===== config.mk =====
export PLATFORM = sky130hd
export DESIGN_NAME = cp_dispatch_queue
export DESIGN_NICKNAME = d
export VERILOG_FILES = /design/src/rtl/cp_pkg.sv /design/src/rtl/cp_tag_fifo.sv /design/src/rtl/cp_dispatch_queue.sv
export SDC_FILE = /design/constraint.sdc
export NUM_CORES = 1
export LEC_CHECK = 0
export ABC_AREA = 1
export ABC_CLOCK_PERIOD_IN_PS = 3300
export CAP_MARGIN = 20
export CORE_AREA = 3 3 213 215
export CTS_CLUSTER_DIAMETER = 100
export DETAILED_ROUTE_END_ITERATION = 6
export DIE_AREA = 0 0 216 218
export SYNTH_ARGS = -nofsm -noshare
export SYNTH_HDL_FRONTEND = slang
export SYNTH_SLANG_ARGS = --single-unit

===== constraint.sdc =====
create_clock -name clk -period 3.3 [get_ports clk]
set_clock_uncertainty 0.2 [all_clocks]
set_input_delay 0.33 -clock clk [delete_from_list [all_inputs] [get_ports clk]]
set_output_delay 0.33 -clock clk [all_outputs]
set_load 0.01 [all_outputs]

===== src/rtl/cp_pkg.sv =====
// Shared types for the coprocessor dispatcher.
//   cp_id_t       : coprocessor channel index
//   OPC_*         : major opcodes that route to a coprocessor channel
//   tag_entry_t   : per-op bookkeeping kept in program order (channel, destination reg)
//   decode_opcode : maps inst[6:0] to {hit, channel}
package cp_pkg;

    typedef logic [1:0] cp_id_t;

    localparam logic [6:0] OPC_SYSTEM  = 7'h73;
    localparam logic [6:0] OPC_FP      = 7'h53;
    localparam logic [6:0] OPC_CUSTOM0 = 7'h0B;
    localparam logic [6:0] OPC_CUSTOM1 = 7'h2B;

    typedef struct packed {
        cp_id_t     cp;
        logic [4:0] rd;
    } tag_entry_t;

    typedef struct packed {
        logic   hit;
        cp_id_t id;
    } cp_decode_t;

    function automatic cp_decode_t decode_opcode(input logic [6:0] opc);
        cp_decode_t d;
        d = '0;
        case (opc)
            OPC_SYSTEM:  d = '{hit: 1'b1, id: 2'd0};
            OPC_FP:      d = '{hit: 1'b1, id: 2'd1};
            OPC_CUSTOM0: d = '{hit: 1'b1, id: 2'd2};
            OPC_CUSTOM1: d = '{hit: 1'b1, id: 2'd3};
            default:     d = '0;
        endcase
        return d;
    endfunction

endpackage


===== src/rtl/cp_tag_fifo.sv =====
// In-order tag FIFO for in-flight coprocessor ops.
// Show-ahead: head is valid whenever empty is low. Push and pop may happen in
// the same cycle (occupancy unchanged). Callers never push when full or pop
// when empty.
//   clk, rst_n : clock, async active-low reset
//   push       : write push_data at the tail
//   push_data  : entry to store
//   pop        : drop the head entry
//   head       : oldest entry
//   full/empty : registered occupancy flags
//   count      : registered occupancy
module cp_tag_fifo
    import cp_pkg::*;
#(
    parameter int DEPTH = 4
)(
    input  logic                           clk,
    input  logic                           rst_n,
    input  logic                           push,
    input  tag_entry_t                     push_data,
    input  logic                           pop,
    output tag_entry_t                     head,
    output logic                           full,
    output logic                           empty,
    output logic [$clog2(DEPTH+1)-1:0]     count
);

    localparam int PW = $clog2(DEPTH);
    localparam int CW = $clog2(DEPTH + 1);

    tag_entry_t       mem_q [DEPTH];
    logic [PW-1:0]    wr_ptr_q;
    logic [PW-1:0]    rd_ptr_q;
    logic [CW-1:0]    count_q;
    logic [CW-1:0]    count_d;

    always_comb begin
        count_d = count_q;
        case ({push, pop})
            2'b10:   count_d = count_q + CW'(1);
            2'b01:   count_d = count_q - CW'(1);
            default: count_d = count_q;
        endcase
    end

    // DEPTH is a power of two, so the pointers wrap for free.
    always_ff @(posedge clk or negedge rst_n) begin
        if (!rst_n) begin
            for (int i = 0; i < DEPTH; i++) begin
                mem_q[i] <= '0;
            end
            wr_ptr_q <= '0;
            rd_ptr_q <= '0;
            count_q  <= '0;
        end else begin
            if (push) begin
                mem_q[wr_ptr_q] <= push_data;
                wr_ptr_q        <= wr_ptr_q + PW'(1);
            end
            if (pop) begin
                rd_ptr_q <= rd_ptr_q + PW'(1);
            end
            count_q <= count_d;
        end
    end

    assign head  = mem_q[rd_ptr_q];
    assign count = count_q;
    assign full  = (count_q == CW'(DEPTH));
    assign empty = (count_q == '0);

endmodule


===== src/rtl/cp_dispatch_queue.sv =====
// Coprocessor dispatcher between the ID/EX register and the coprocessor system.
// Decodes the instruction, issues it to one coprocessor channel over a
// valid/ready handshake, keeps in-flight ops in program order and retires the
// oldest one through a registered writeback port, with a per-op timeout.
//   clk, rst_n                     : clock, async active-low reset
//   inst, inst_valid               : ID/EX instruction
//   rs1_data, rs2_data             : operands (rs2 carried, not yet used)
//   pipeline_stall                 : pipeline held, no issue
//   cp_detected, stall_request     : decode hit / issue blocked
//   req_valid/ready, req_inst/data : issue handshake (valid one-hot)
//   rsp_valid/ready/data/exception : response handshake (ready one-hot, head channel)
//   wb_*                           : registered writeback, one-cycle pulse
//   outstanding                    : queue occupancy
module cp_dispatch_queue
    import cp_pkg::*;
#(
    parameter int DATA_WIDTH      = 64,
    parameter int INST_WIDTH      = 32,
    parameter int CP_NUM          = 3,
    parameter int MAX_OUTSTANDING = 4,
    parameter int TIMEOUT_CYCLES  = 256
)(
    input  logic                                  clk,
    input  logic                                  rst_n,
    input  logic [INST_WIDTH-1:0]                 inst,
    input  logic                                  inst_valid,
    input  logic [DATA_WIDTH-1:0]                 rs1_data,
    input  logic [DATA_WIDTH-1:0]                 rs2_data,
    input  logic                                  pipeline_stall,
    output logic                                  cp_detected,
    output logic                                  stall_request,
    output logic [CP_NUM-1:0]                     req_valid,
    input  logic [CP_NUM-1:0]                     req_ready,
    output logic [INST_WIDTH-1:0]                 req_inst,
    output logic [DATA_WIDTH-1:0]                 req_data,
    input  logic [CP_NUM-1:0]                     rsp_valid,
    output logic [CP_NUM-1:0]                     rsp_ready,
    input  logic [CP_NUM*DATA_WIDTH-1:0]          rsp_data,
    input  logic [CP_NUM-1:0]                     rsp_exception,
    output logic                                  wb_valid,
    output logic [4:0]                            wb_rd,
    output logic [DATA_WIDTH-1:0]                 wb_data,
    output logic                                  wb_exception,
    output logic                                  wb_timeout,
    output logic [$clog2(MAX_OUTSTANDING+1)-1:0]  outstanding
);

    localparam int TW = $clog2(TIMEOUT_CYCLES);

    cp_decode_t            dec;
    cp_id_t                sel;
    logic                  ready_sel;
    logic                  fire;
    tag_entry_t            head;
    logic                  full;
    logic                  empty;
    logic                  head_rsp_valid;
    logic                  head_rsp_exc;
    logic [DATA_WIDTH-1:0] head_rsp_data;
    logic                  accept;
    logic                  tmo_hit;
    logic                  pop;
    logic [TW-1:0]         tmo_cnt_q, tmo_cnt_d;
    logic                  wb_valid_q, wb_valid_d;
    logic [4:0]            wb_rd_q, wb_rd_d;
    logic [DATA_WIDTH-1:0] wb_data_q, wb_data_d;
    logic                  wb_exc_q, wb_exc_d;
    logic                  wb_to_q, wb_to_d;
    logic                  rs2_unused;

    assign rs2_unused = ^rs2_data;

    assign dec         = decode_opcode(inst[6:0]);
    assign sel         = dec.id;
    assign cp_detected = inst_valid & dec.hit & (int'(dec.id) < CP_NUM);

    // Per-channel muxing by loop keeps every index inside [0, CP_NUM).
    always_comb begin
        ready_sel      = 1'b0;
        head_rsp_valid = 1'b0;
        head_rsp_exc   = 1'b0;
        head_rsp_data  = '0;
        for (int i = 0; i < CP_NUM; i++) begin
            if (sel == cp_id_t'(i)) begin
                ready_sel = req_ready[i];
            end
            if (head.cp == cp_id_t'(i)) begin
                head_rsp_valid = rsp_valid[i];
                head_rsp_exc   = rsp_exception[i];
                head_rsp_data  = rsp_data[i*DATA_WIDTH +: DATA_WIDTH];
            end
        end
    end

    // Nothing issues while reset is asserted, so req_valid reads 0 then.
    assign fire          = rst_n & cp_detected & ~pipeline_stall & ~full & ready_sel;
    assign stall_request = cp_detected & (full | ~ready_sel);

    always_comb begin
        req_valid = '0;
        rsp_ready = '0;
        for (int i = 0; i < CP_NUM; i++) begin
            req_valid[i] = fire & (sel == cp_id_t'(i));
            rsp_ready[i] = ~empty & (head.cp == cp_id_t'(i));
        end
    end

    assign req_inst = inst;
    assign req_data = rs1_data;

    // A response arriving on the timeout-limit cycle takes priority.
    assign accept  = ~empty & head_rsp_valid;
    assign tmo_hit = ~empty & ~accept & (tmo_cnt_q == TW'(TIMEOUT_CYCLES - 1));
    assign pop     = accept | tmo_hit;

    cp_tag_fifo #(
        .DEPTH (MAX_OUTSTANDING)
    ) u_tag_fifo (
        .clk       (clk),
        .rst_n     (rst_n),
        .push      (fire),
        .push_data ('{cp: sel, rd: inst[11:7]}),
        .pop       (pop),
        .head      (head),
        .full      (full),
        .empty     (empty),
        .count     (outstanding)
    );

    always_comb begin
        tmo_cnt_d  = (pop | empty) ? '0 : tmo_cnt_q + TW'(1);
        wb_valid_d = pop;
        wb_rd_d    = pop ? head.rd : 5'd0;
        wb_data_d  = accept ? head_rsp_data : '0;
        wb_exc_d   = accept ? head_rsp_exc : tmo_hit;
        wb_to_d    = tmo_hit;
    end

    always_ff @(posedge clk or negedge rst_n) begin
        if (!rst_n) begin
            tmo_cnt_q  <= '0;
            wb_valid_q <= 1'b0;
            wb_rd_q    <= '0;
            wb_data_q  <= '0;
            wb_exc_q   <= 1'b0;
            wb_to_q    <= 1'b0;
        end else begin
            tmo_cnt_q  <= tmo_cnt_d;
            wb_valid_q <= wb_valid_d;
            wb_rd_q    <= wb_rd_d;
            wb_data_q  <= wb_data_d;
            wb_exc_q   <= wb_exc_d;
            wb_to_q    <= wb_to_d;
        end
    end

    assign wb_valid     = wb_valid_q;
    assign wb_rd        = wb_rd_q;
    assign wb_data      = wb_data_q;
    assign wb_exception = wb_exc_q;
    assign wb_timeout   = wb_to_q;

endmodule


# Word level (Yosys, flattened, before mapping)
# Index checks and enable logic that the tools add are counted.
[classes]
n_mux = 24
eq_ne = 12
bitwise_logic = 26
n_lt_le_gt_ge = 4
addsub = 5
reduce_logical = 5
[op_table]
columns = ["op", "n"]
rows = [
  ["2-to-1 mux 64 bit", 4],
  ["bitwise mux 28 bit", 1],
  ["2-to-1 mux 7 bit", 3],
  ["bitwise AND 1 bit", 16],
  ["binary-select mux 7 bit (select 2 bit)", 1],
  ["demux 7 bit (select 2 bit)", 1],
  ["== test 7 bit (second input constant)", 2],
  ["one-hot mux 3 bit (4 select lines)", 1],
  ["2-to-1 mux 1 bit", 10],
  ["adder 8 x 1 -> 8 bit (second input constant)", 1],
  ["== test 8 bit (second input constant)", 1],
  ["2-to-1 mux 8 bit", 1],
  ["== test 7 x 4 -> 1 bit (second input constant)", 1],
  ["== test 7 x 6 -> 1 bit (second input constant)", 1],
  ["== test 2 x 1 -> 1 bit (second input constant)", 3],
  ["== test 2 bit (second input constant)", 3],
  ["greater-or-equal comparator 3 bit (second input constant)", 2],
  ["NOT 2 -> 3 bit", 2],
  ["one-hot mux 3 bit (2 select lines)", 1],
  ["2-to-1 mux 5 bit", 1],
  ["NOT 1 bit", 5],
  ["adder 2 x 1 -> 2 bit (second input constant)", 2],
  ["logical NOT 2 bit", 2],
  ["adder 3 x 1 -> 3 bit (second input constant)", 1],
  ["other kinds (8)", 10],
]
[totals]
register_bits = 115
word_cells = 93
out_inout_bits = 179

# Logic depth before layout (Yosys ltp)
# Gate-level depths: netlist (run 1).
[logic_depth]
ltp_word = 15
depth_mapped = 16

# By module
# A second synthesis (run 1) with hierarchy kept.
[hier_totals]
cells_unflattened = 759
area_unflattened_um2 = 6490.0
[by_module_without_submodules]
columns = ["module", "area_each_um2", "seq_area_each_um2", "instances", "cells_per_inst"]
rows = [
  ["cp_dispatch_queue", 4745.8, 2001.9, 1, 566],
  ["cp_tag_fifo", 1744.2, 875.8, 1, 193],
]

# Worst setup path after synthesis (run 1)
# OpenSTA, ideal clock, no wires.
[synth_timing]
path_kind = "flip-flop to flip-flop"
startpoint = "register tmo_cnt_q[0]"
endpoint = "register u_tag_fifo.count_q[2], in the netlist u_tag_fifo.count[2]"
path_stages_with_launch = 12
setup_ns = 0.127
synth_period_minus_slack_ns = 2.533
t_required_ns = 2.973
arrival_time_ns = 2.205
slack_ns = 0.767
path_buffers = 0
path_cell_list = "dfrtp_1 -> ha_1 -> nand4_1 -> nor2_1 -> nand4_2 -> nand2_1 -> ha_1 -> inv_1 -> fa_1 -> a21oi_1 -> o21ai_0 -> xnor2_1"
[synth_via]
elab_chain_len = 5
[synth_rtl]
columns = ["element", "line_no", "source"]
rows = [
  ["start, declared", "cp_dispatch_queue.sv:63", "logic [TW-1:0] tmo_cnt_q, tmo_cnt_d;"],
  ["start signal, assigned", "cp_dispatch_queue.sv:148", "tmo_cnt_q <= tmo_cnt_d;"],
  ["== test 8 bit (*)", "cp_dispatch_queue.sv:113", "assign tmo_hit = ~empty & ~accept & (tmo_cnt_q == TW'(TIMEOUT_CYCLES - 1));"],
  ["bitwise AND 1 bit (*)", "cp_dispatch_queue.sv:113", ""],
  ["OR 1 bit (*)", "cp_dispatch_queue.sv:114", "assign pop = accept | tmo_hit;"],
  ["named net pop", "cp_dispatch_queue.sv:62", "logic pop;"],
  ["== test 2 x 1 -> 1 bit / == test 2 bit (equally long branches)", "cp_tag_fifo.sv:39", "case ({push, pop})"],
  ["one-hot mux 3 bit (2 select lines) / nonzero test 2 bit (equally long branches)", "n/a", ""],
  ["end signal, assigned", "cp_tag_fifo.sv:63", "count_q <= count_d;"],
  ["end, declared", "cp_tag_fifo.sv:34", "logic [CW-1:0] count_q;"],
]
# Mark *: on every way through the listed nets, which the timed path passes. The rest lies on a longest branch.
# A chain may end at the register's enable or synchronous reset.

# Worst setup path after layout (run 1)
[layout_timing]
startpoint = "input inst[4]"
endpoint = "output req_valid[0]"
[layout_via]
elab_chain_len = 9
[layout_rtl]
columns = ["element", "line_no", "source"]
rows = [
  ["start, declared", "cp_dispatch_queue.sv:25", "input logic [INST_WIDTH-1:0] inst,"],
  ["== test 7 x 6 -> 1 bit (tied with other cells)", "cp_pkg.sv:28", "case (opc)"],
  ["one-hot mux 3 bit (4 select lines) (*)", "cp_pkg.sv:28", ""],
  ["< comparator 2 bit / bitwise AND 1 bit (equally long branches)", "cp_dispatch_queue.sv:75", "assign cp_detected = inst_valid & dec.hit & (int'(dec.id) < CP_NUM);"],
  ["bitwise AND 1 bit", "cp_dispatch_queue.sv:75", ""],
  ["bitwise AND 1 bit (4 in a row)", "cp_dispatch_queue.sv:96", "assign fire = rst_n & cp_detected & ~pipeline_stall & ~full & ready_sel;"],
  ["bitwise AND 1 bit (*)", "cp_dispatch_queue.sv:103", "req_valid[i] = fire & (sel == cp_id_t'(i));"],
  ["end, declared", "cp_dispatch_queue.sv:32", "output logic [CP_NUM-1:0] req_valid,"],
]
# Mark *: on every way between the ends. The rest lies on a longest branch, timed or not.

==> results of run 1 <==
-- worst register-to-register path, stage by stage, from the launching register on --
cell and delay [ps]:
dfrtp_1 600, nand2_1 170, nand2_1 110, nand2_1 60, nand2_2 150, nand3_2 120
nand3_4 120, nand2_8 60, nand2_1 210, ha_1 200, inv_1 60, fa_1 380
a21oi_1 150, o21ai_0 120, xnor2_1 140
-- cell type report --
cell class | count | area, sq um | area share, %
timing repair buffer | 328 | 3311 | 31.50
sequential | 115 | 2878 | 27.38
multi-input combinational | 502 | 2853 | 27.14
tap | 592 | 740.7 | 7.047
clock buffer | 20 | 456.7 | 4.345
clock inverter | 12 | 156.4 | 1.488
inverter | 27 | 106.4 | 1.012
antenna | 4 | 10.01 | 0.09523
-- sequential cells by signal (all words and copies together), names as in the netlist --
signal               cells
wb_valid                 1
tmo_cnt_q                8
u_tag_fifo.count         3
u_tag_fifo.wr_ptr_q      2
u_tag_fifo.rd_ptr_q      2
wb_exception             1
u_tag_fifo.mem_q        28
wb_rd                    5
wb_data                 64
wb_timeout               1
-- layer usage --
layer,vias up,routed length (um),part of all wire [%]
met3,108,1524,5.4
met1,2917,11130,39
li1,2887,-,-
met5,-,0,0
met2,234,14170,50
met4,0,1433,5.1
-- power by group through the flow --
| stage | registers, uW | clock network (uW) | logic, uW |
|---|---|---|---|
| 2_1_floorplan | 2220 | 0 | 2070 |
| 3_3_place_gp | 2040 | 0 | 3930 |
| 3_5_place_dp | 2050 | 0 | 3960 |
| 4_1_cts | 2020 | 2020 | 3970 |
| 5_1_grt | 2070 | 2070 | 4220 |
| 6_report | 2020 | 1940 | 3910 |
-- cell usage after synthesis (all sizes together) --
cell type,instances
ha,6
a31oi,64
xnor2,4
nand2,301
nand4,31
nor2,40
and3,1
nand3,22
buf,135
a21oi,1
fa,1
o21ai,15
dfrtp,115
xor2,3
nor3,7
a22oi,5
clkbuf,3
nand3b,1
inv,27
-- through the flow --
stage | total power, uW | utilization [%] | worst slack [ps]
global placement | 5970 | 22.42 | 287.8
finish | 7870 | 23.93 | 282.9
detailed placement | 6004 | 22.42 | 274.8
CTS | 8015 | 23.84 | 272.9
floorplan | 4283 | - | 767.3
global route | 8363 | 23.92 | 20.35
-- kinds of logic (layout without fill, tap and decap cells) --
family                     Yosys count  count (layout)
and+or+nand+nor                    403             403
DFF                                115             115
buffers and inverters              165             387
AOI/OAI and AO/OA                   85              85
other                                0               4
xor gates and xnor gates             7               7
adders and majority gates            7               7
-- worst min-delay path by stage --
stage                              from                     end  slack [ps]  cells after the start
floorplan                         rst_n            tmo_cnt_q[0]        -170                      0
global placement           tmo_cnt_q[0]            tmo_cnt_q[0]         240                      1
detailed placement  u_tag_fifo.mem_q[0]     u_tag_fifo.mem_q[0]         250                      2
CTS                        rsp_data[67]              wb_data[3]         220                      3
global route                      rst_n  u_tag_fifo.wr_ptr_q[0]         190                      3
finish                            rst_n              wb_data[8]         180                      3
==> impl_metrics.json, run 1 <==
{
  "cts_tree": "built",
  "layout-drive-gt1-share_pct": 14.24,
  "synth-compound-area-share_pct": 13.43,
  "tns_ps": 0,
  "n_fill_cell": 4756,
  "grt_use_total_pct": 11.63,
  "slowest_stage": "clkdlybuf4s50_1",
  "start_kind": "primary input",
  "sequentialPowerShare_pct": 25.7,
  "cts_buffer_depth": 2,
  "fin_crit_ps": 3017,
  "wl_per_cell_um": 17.66,
  "grt_pass1_wl_mm": 40.65,
  "antenna_left": 0,
  "finalMaxSlewViolations": 0,
  "finalNonFillerCells": 1600,
  "powerDensity_mw_per_mm2": 748.7,
  "path_depth": 13,
  "drv_cap": 0,
  "wirelength_mm": 28.26,
  "ctsRootBufferMaster": "clkbuf_16",
  "sw_frac_of_total_pct": 39.69,
  "regToRegStartpoint": "u_tag_fifo.rd_ptr_q[0]",
  "mostFrequentLayoutCell": "clkdlybuf4s50_1",
  "reg2reg_slack_ps": 340,
  "grt_pass1_vias": 6166,
  "route.vias.total": 6146,
  "synth.avg_cell_area_sq_um": 8.747,
  "drt_iter0_drc": 370,
  "path_clk_slew_ps": 70,
  "rows": 77,
  "ys_warn_count": 0,
  "place.gp.congestion": 0.8302,
  "cp_top_family": "buffers and inverters",
  "htreeDepth": 4,
  "placed_cell_area_sq_mm": 0.009851,
  "synth_top_area_cell": "dfrtp_1",
  "synthMuxAreaShare_pct": 0,
  "dp_hpwl_mm": 21.73,
  "synth_top_area_share_pct": 42.07,
  "cpMostUsedCell": "nand2_1",
  "final_area_sq_mm": 0.01051,
  "cts-hold-fix-buffers": 1,
  "die_area_sq_mm": 0.04709,
  "synth_fa_ha_area_share_pct": 1.390,
  "p_int_uw": 4746,
  "final_cell_mix": "310 x clkdlybuf4s50_1, 293 x nand2_1, 115 x dfrtp_1",
  "synth_top_family_by_area": "simple AND/OR/NAND/NOR gates",
  "synth_xor_area_share_pct": 0.8963,
  "crit_arrival_ps": 2490,
  "grt_antenna_before_repair": 5,
  "path_cells": "clkdlybuf4s50_1 -> inv_1 -> nand2_1 -> nor2_1 -> nand2_1 -> nand2_2 -> nand2_1 -> nand3_1 -> nor2_4 -> nand2_1 -> buf_4 -> nor3_1 -> clkdlybuf4s50_1",
  "groute.layer.met2.usage_pct": 19.47,
  "fin_nets": 1363,
  "use_met3_pct": 2.327,
  "area.growth.synth_to_final_pct": 53.67,
  "synth_seq_area_share_pct": 42.07,
  "drc": 0,
  "crit_path_end_kind": "output pin",
  "cts_setup_buffers": 0,
  "io_buffers": 311,
  "die_x_um": 216,
  "busiest_layer": "met2",
  "dr.pass1.iters": 5,
  "fmax_mhz": 331.4,
  "cp.required_ps": 2770,
  "cp_slowest_stage_delay_ps": 580,
  "ctsResizeCount": 0,
  "switchingPower_uw": 3124,
  "ys_ff_latch": 115,
  "worstReg2RegEnd": "u_tag_fifo.count[2]",
  "syn_nets": 1154,
  "critPathCapture": "req_valid[0]",
  "setup.worst_path.start": "inst[4]",
  "cts.sinks": 115,
  "cts_buffers": 17,
  "clkPwrFrac_pct": 24.7,
  "worstSetupPathType": "in -> out",
  "yosys.area_share.simple_pct": 25.92,
  "fin_crit_sh_pct": 91.43,
  "grt.overflow.total": 0,
  "fin_hold_ws_ps": 184.7,
  "holdCritPathClass": "in -> async",
  "synth_area_leaders": "dfrtp_1 42%, nand2_1 16%, buf_4 11%",
  "clk_latency_ps": 440,
  "syn-cell-area_sq_mm": 0.006840,
  "cp_num_buf_inv": 4,
  "rsz0062_at_grt": "false",
  "setup_viol": 0,
  "ir_worst_vdd_mv": 0.7197,
  "worstPathMaxFanout": 7,
  "status": "finished, final reports clean",
  "p_leak_uw": 0.004287,
  "grt_max_degree": 75,
  "core_sq_mm": 0.04393,
  "viasPerCell": 3.841,
  "synth.distinct_cells": 34,
  "start_util_pct": 15.57,
  "worst_pin_slew_ps": 592.0,
  "ios": 544,
  "rr_worst_depth": 14,
  "final_hold_viol_count": 0,
  "netlist_instances": 782,
  "die_y_um": 218,
  "dpl.cell_count": 1562,
  "use_met1_pct": 13.79,
  "p_comb_share_pct": 49.6,
  "max_slew_margin_pct": 60.32
}
Power figures use the tool's default switching activity.
==> inputs of run 2 (changes only) <==
--- a/config.mk
+++ b/config.mk
@@ -12,6 +12,7 @@
 export CTS_CLUSTER_DIAMETER = 100
 export DETAILED_ROUTE_END_ITERATION = 6
 export DIE_AREA = 0 0 216 218
+export HOLD_SLACK_MARGIN = 0.12
 export SYNTH_ARGS = -nofsm -noshare
 export SYNTH_HDL_FRONTEND = slang
 export SYNTH_SLANG_ARGS = --single-unit
==> results of run 2 <==
Final layout, timing and power as in run 1 (identical DEF).
